==> src/rtl/time_counter_bcd.sv <==
// BCD hh:mm:ss timekeeper driven by a resynchronised 1 Hz square wave,
// with a set mode for manual adjustment and 12 h / 24 h presentation.
module time_counter_bcd #(
    parameter logic [7:0] RESET_HR  = 8'h00,
    parameter logic [7:0] RESET_MIN = 8'h00
) (
    input  logic       clk_i,
    input  logic       reset,
    input  logic       sec_clk_i,
    input  logic       set_en_i,
    input  logic       inc_min_i,
    input  logic       inc_hr_i,
    input  logic       mode_24h_i,
    output logic [7:0] sec_o,
    output logic [7:0] min_o,
    output logic [7:0] hr_o,
    output logic       pm_o,
    output logic       tick_o,
    output logic       hour_chime_o,
    output logic       day_wrap_o
);

    // Out-of-range reset values are clamped to 00 so no illegal BCD code can appear.
    localparam logic [7:0] HR_INIT =
        ((RESET_HR[7:4] <= 4'd1 && RESET_HR[3:0] <= 4'd9) ||
         (RESET_HR[7:4] == 4'd2 && RESET_HR[3:0] <= 4'd3)) ? RESET_HR : 8'h00;
    localparam logic [7:0] MIN_INIT =
        (RESET_MIN[7:4] <= 4'd5 && RESET_MIN[3:0] <= 4'd9) ? RESET_MIN : 8'h00;

    logic       s1, s2, s3;
    logic       tick;
    logic [7:0] sec, min, hr24;
    logic [4:0] hr_bin, hr12_bin;
    logic [7:0] hr12;

    function automatic logic [7:0] inc_mod60(input logic [7:0] v);
        if (v[3:0] >= 4'd9)
            return {(v[7:4] >= 4'd5) ? 4'd0 : v[7:4] + 4'd1, 4'd0};
        else
            return {v[7:4], v[3:0] + 4'd1};
    endfunction

    function automatic logic [7:0] inc_hr24(input logic [7:0] v);
        if (v >= 8'h23)
            return 8'h00;
        else if (v[3:0] >= 4'd9)
            return {v[7:4] + 4'd1, 4'd0};
        else
            return {v[7:4], v[3:0] + 4'd1};
    endfunction

    assign tick = s2 & ~s3;

    always_ff @(posedge clk_i or negedge reset) begin
        if (!reset) begin
            s1           <= 1'b0;
            s2           <= 1'b0;
            s3           <= 1'b0;
            sec          <= 8'h00;
            min          <= MIN_INIT;
            hr24         <= HR_INIT;
            tick_o       <= 1'b0;
            hour_chime_o <= 1'b0;
            day_wrap_o   <= 1'b0;
        end else begin
            s1           <= sec_clk_i;
            s2           <= s1;
            s3           <= s2;
            tick_o       <= tick;
            hour_chime_o <= tick && !set_en_i && sec == 8'h59 && min == 8'h59;
            day_wrap_o   <= tick && !set_en_i && sec == 8'h59 && min == 8'h59 && hr24 == 8'h23;
            if (set_en_i) begin
                sec <= 8'h00;
                if (inc_min_i) min  <= inc_mod60(min);
                if (inc_hr_i)  hr24 <= inc_hr24(hr24);
            end else if (tick) begin
                sec <= inc_mod60(sec);
                if (sec == 8'h59) begin
                    min <= inc_mod60(min);
                    if (min == 8'h59) hr24 <= inc_hr24(hr24);
                end
            end
        end
    end

    // 12 h view goes through a small binary hour value and back to BCD.
    always_comb begin
        hr_bin   = 5'(hr24[7:4]) * 5'd10 + 5'(hr24[3:0]);
        hr12_bin = hr_bin;
        if (hr_bin == 5'd0)
            hr12_bin = 5'd12;
        else if (hr_bin > 5'd12)
            hr12_bin = hr_bin - 5'd12;
        if (hr12_bin >= 5'd10)
            hr12 = {4'd1, 4'(hr12_bin - 5'd10)};
        else
            hr12 = {4'd0, 4'(hr12_bin)};
        pm_o = (hr_bin >= 5'd12);
        hr_o = mode_24h_i ? hr24 : hr12;
    end

    assign sec_o = sec;
    assign min_o = min;

endmodule

==> config.mk <==
export PLATFORM = sky130hd
export DESIGN_NAME = time_counter_bcd
export DESIGN_NICKNAME = d
export VERILOG_FILES = /design/src/rtl/time_counter_bcd.sv
export SDC_FILE = /design/constraint.sdc
export NUM_CORES = 1
export LEC_CHECK = 0
export CAP_MARGIN = 20
export CELL_PAD_IN_SITES_DETAIL_PLACEMENT = 1
export CELL_PAD_IN_SITES_GLOBAL_PLACEMENT = 1
export CORE_MARGIN = 5
export CORE_UTILIZATION = 38
export CTS_BUF_LIST = sky130_fd_sc_hd__clkbuf_4
export CTS_CLUSTER_SIZE = 40
export DETAILED_ROUTE_END_ITERATION = 8
export MAX_ROUTING_LAYER = met4
export PLACE_DENSITY_LB_ADDON = 0.1
export SLEW_MARGIN = 20
export SYNTH_ARGS = -nofsm -noshare
export SYNTH_HDL_FRONTEND = slang
export SYNTH_SLANG_ARGS = --single-unit
==> constraint.sdc <==
create_clock -name clk_i -period 4 [get_ports clk_i]
set_input_delay 0.8 -clock clk_i [delete_from_list [all_inputs] [get_ports clk_i]]
set_output_delay 0.8 -clock clk_i [all_outputs]
set_load 0.1 [all_outputs]
==> summary.txt <==
Global route
  • GRT Total Usage: between 15 and 20%
  • Initial antenna violation count: 0
  • Largest net degree at the start of global routing: 31
  • Total congestion overflow: 0
  • Vias in the first global route: between 1500 and 2000
  • First-pass GRT wire length: just over 9000 um

Drt
  • Final ANT Viol Nets: 0
  • Vias: between 1500 and 2000
  • Vias per inst: around 5.2
  • Drt pass-1 iters: 4
  • WL/cell: 15.8 um
  • Iteration-0 DRC Markers: 38
  • Final WL: around 5500 um
  • DR DRC count: 0

Synthesis
  • Asr flop ratio synth: 100%
  • Ys flop type: dfrtp_1
  • Synth Instances: roughly 220
  • Flop and latch count out of synthesis: 30
  • Syn Nets: ~260
  • Syn avg cell area: around 9.4 um2
  • Number of synthesized flops with an enable pin: 0
  • Mapped cell area: ~2100 um2
  • Sequential share of the synthesized area: a little over a third
  • Yosys warns: 0
  • Yosys cell types: just under 50

Setup path
  • Reg2Reg Setup Slack: approximately 1.5 ns
  • R2r startpoint: sec_o[1]
  • Crit-path max FO: 4
  • Critical path's top delay family: adder cells
  • CP Launch Point: hr24[4]
  • Critical path cell sequence: ha_2 > fa_2 > ha_4 > or3b_4 > nand3_2 > a21oi_2 > mux2i_1 > inv_1 > ha_2 > inv_2 > o311ai_4 > and4_1 > a221o_4 > buf_12
  • CP startpoint kind: flop
  • R2R depth: 8
  • WP buf/inv: 3
  • Crit. End Element: output port
  • WP data arrival: ~3.5 ns
  • R2R Path End: hr24[5]
  • WP data required: ~3.2 ns
  • Most frequent cell on the critical path: ha_2
  • Worst setup path class: reg2out
  • Max incr delay on CP: roughly 0.57 ns
  • Slowest-stage cell, CP: fa_2

Cells and area
  • Area of the multi-input gates: ~1300 um2
  • Nets: a little over 300
  • Number of diodes: 0
  • FILL cells: 618
  • Finished layout cell area: between 2000 and 3000 um2
  • Register Area: ~750 um2
  • Area growth syn-to-layout: 37.1%
  • Fraction of layout cells with a size suffix above 1: between 20 and 25%

Hold path
  • Hold Path Cell Cnt: 0
  • Hold Crit Class: reg2reg
  • Hold Path Origin: s1
  • Hold Path End: s2

Die
  • Die height: about 84 um
  • Die width: between 80 and 90 um
  • Core Area: roughly 5400 um2
  • Top Ports: 35
  • Area of the die: 7070 um2
  • Initial Util: about two fifths
  • Core Rows: 27

STA
  • Setup ws final: -0.312 ns
  • Clock skew: about 0.0062 ns
  • Final Hold Viols: 0
  • Max Clk Rate: 232 MHz
  • Unrepaired setup endpoints after global routing: true
  • Fin crit share: 108%
  • Hold_ws: 0.369 ns
  • Worst slew pin tran: between 0.9 and 1 ns
  • Setup_tns: -1.01 ns
  • Post-route minimum period: approximately 4.3 ns
  • Finish-stage setup viols: 4
  • Slew HR: between 30% and 40%
  • Final Max Slew Viols: 0

Clocking
  • Clock latency on the worst-skew pair: roughly 0.32 ns
  • Num CTS Buffers: 5
  • Clock transition at path regs: 0.10 ns
  • Hold bufs inserted after CTS: 0
  • CTS tree: yes
  • H-tree levels: 2
  • Root Driver: clkbuf_4
  • Max clock buf depth: 2
  • Clock tree sinks: 30

Placement
  • Hpwl dp: between 4000 and 5000 um
  • PortBufs: 34
  • Placed Instance Area: ~2700 um2
  • Placer Congestion: approximately 0.80

Status
  • Failing checks: setup timing
  • Status: complete, but fails checks

Run
  • Max-Cap Viols: 0
==> Yosys cell counts, types with 2 or more instances <==
master | count | share of area [%]
and4_1 | 2 | 0.84
nand2b_1 | 3 | 0.90
o21ai_0 | 3 | 0.72
o31ai_1 | 4 | 1.4
inv_1 | 24 | 4.3
nand2_1 | 19 | 3.4
nand4_1 | 3 | 0.90
nor3_1 | 6 | 1.4
nand4b_1 | 2 | 0.84
o2111ai_1 | 2 | 0.84
nand3_1 | 12 | 2.9
o21ai_1 | 15 | 3.6
nor2b_1 | 2 | 0.60
dfrtp_1 | 30 | 36
nor2_1 | 13 | 2.3
or3_1 | 2 | 0.60
mux2i_1 | 4 | 1.9
ha_1 | 24 | 14
clkbuf_1 | 4 | 0.72
and2_1 | 5 | 1.5
a21oi_1 | 13 | 3.1
a21o_1 | 4 | 1.4
==> worst max-delay path by stage <==
stage,to,depth (start not counted)
3_3_place_gp,hr_o[2],15
2_1_floorplan,hr_o[1],14
3_5_place_dp,hr_o[2],15
4_1_cts,hr_o[2],14
6_report,hr_o[2],14
5_1_grt,hr_o[2],15
==> cell type report <==
type	count	share of cell area (%)
Clock buffer	6	1.57
Clock inverter	2	0.306
Inverter	25	3.28
Multi-Input combinational cell	163	46.5
Sequential cell	30	26.2
Tap cell	72	3.15
Timing Repair Buffer	54	18.9
==> what timing repair did <==
item	4_1_cts	5_1_grt
endpoints found under the setup margin	4	4
setup buffers	3	5
pin swaps	3	2
resized for setup	1	11
==> placed cells by master, fill, tap and decap left out, types with 3 or more instances in the layout <==
cell	count
and2_1	5
clkbuf_4	6
nor2_1	13
nand4_1	3
buf_4	21
o31ai_1	4
a21o_1	4
nand2_1	19
dfrtp_1	30
a21oi_1	11
nand2b_1	3
o21ai_0	3
inv_1	23
buf_12	5
ha_1	19
nor3_1	6
o21ai_1	15
clkdlybuf4s50_1	26
ha_4	3
nand3_1	10
==> cells by family (layout without fill, tap and decap cells) <==
logic type,Yosys count,in the layout,synth area share (%)
AO/OA/AOI/OAI,49,49,16.0
AND/OR/NAND/NOR,81,81,21.6
XOR/XNOR,3,3,2.88
buffers and inverters,30,87,5.76
flip-flops,30,30,36.0
multiplexers,5,5,2.46
adder cells (fa/ha/maj),25,25,15.3
==> stage by stage <==
step | instances | util, % | worst slack, ns
2_1_floorplan | 223 | - | -0.174
3_3_place_gp | 336 | 49.7 | 0.0187
3_5_place_dp | 336 | 49.7 | -0.0157
4_1_cts | 347 | 51.2 | -0.321
5_1_grt | 352 | 52.9 | -0.468
6_report | 352 | 52.9 | -0.312
==> per-layer routing <==
metal	up-vias	track usage [%]	share of wire (%)
li1	902	-	-
met1	910	19.5	43
met2	27	28.8	53
met3	7	3.85	3.5
met4	0	4.09	1.0
met5	-	-	0
Power is not shown: default switching activity piles up to over one toggle a cycle in this logic, so the estimate is an artifact.
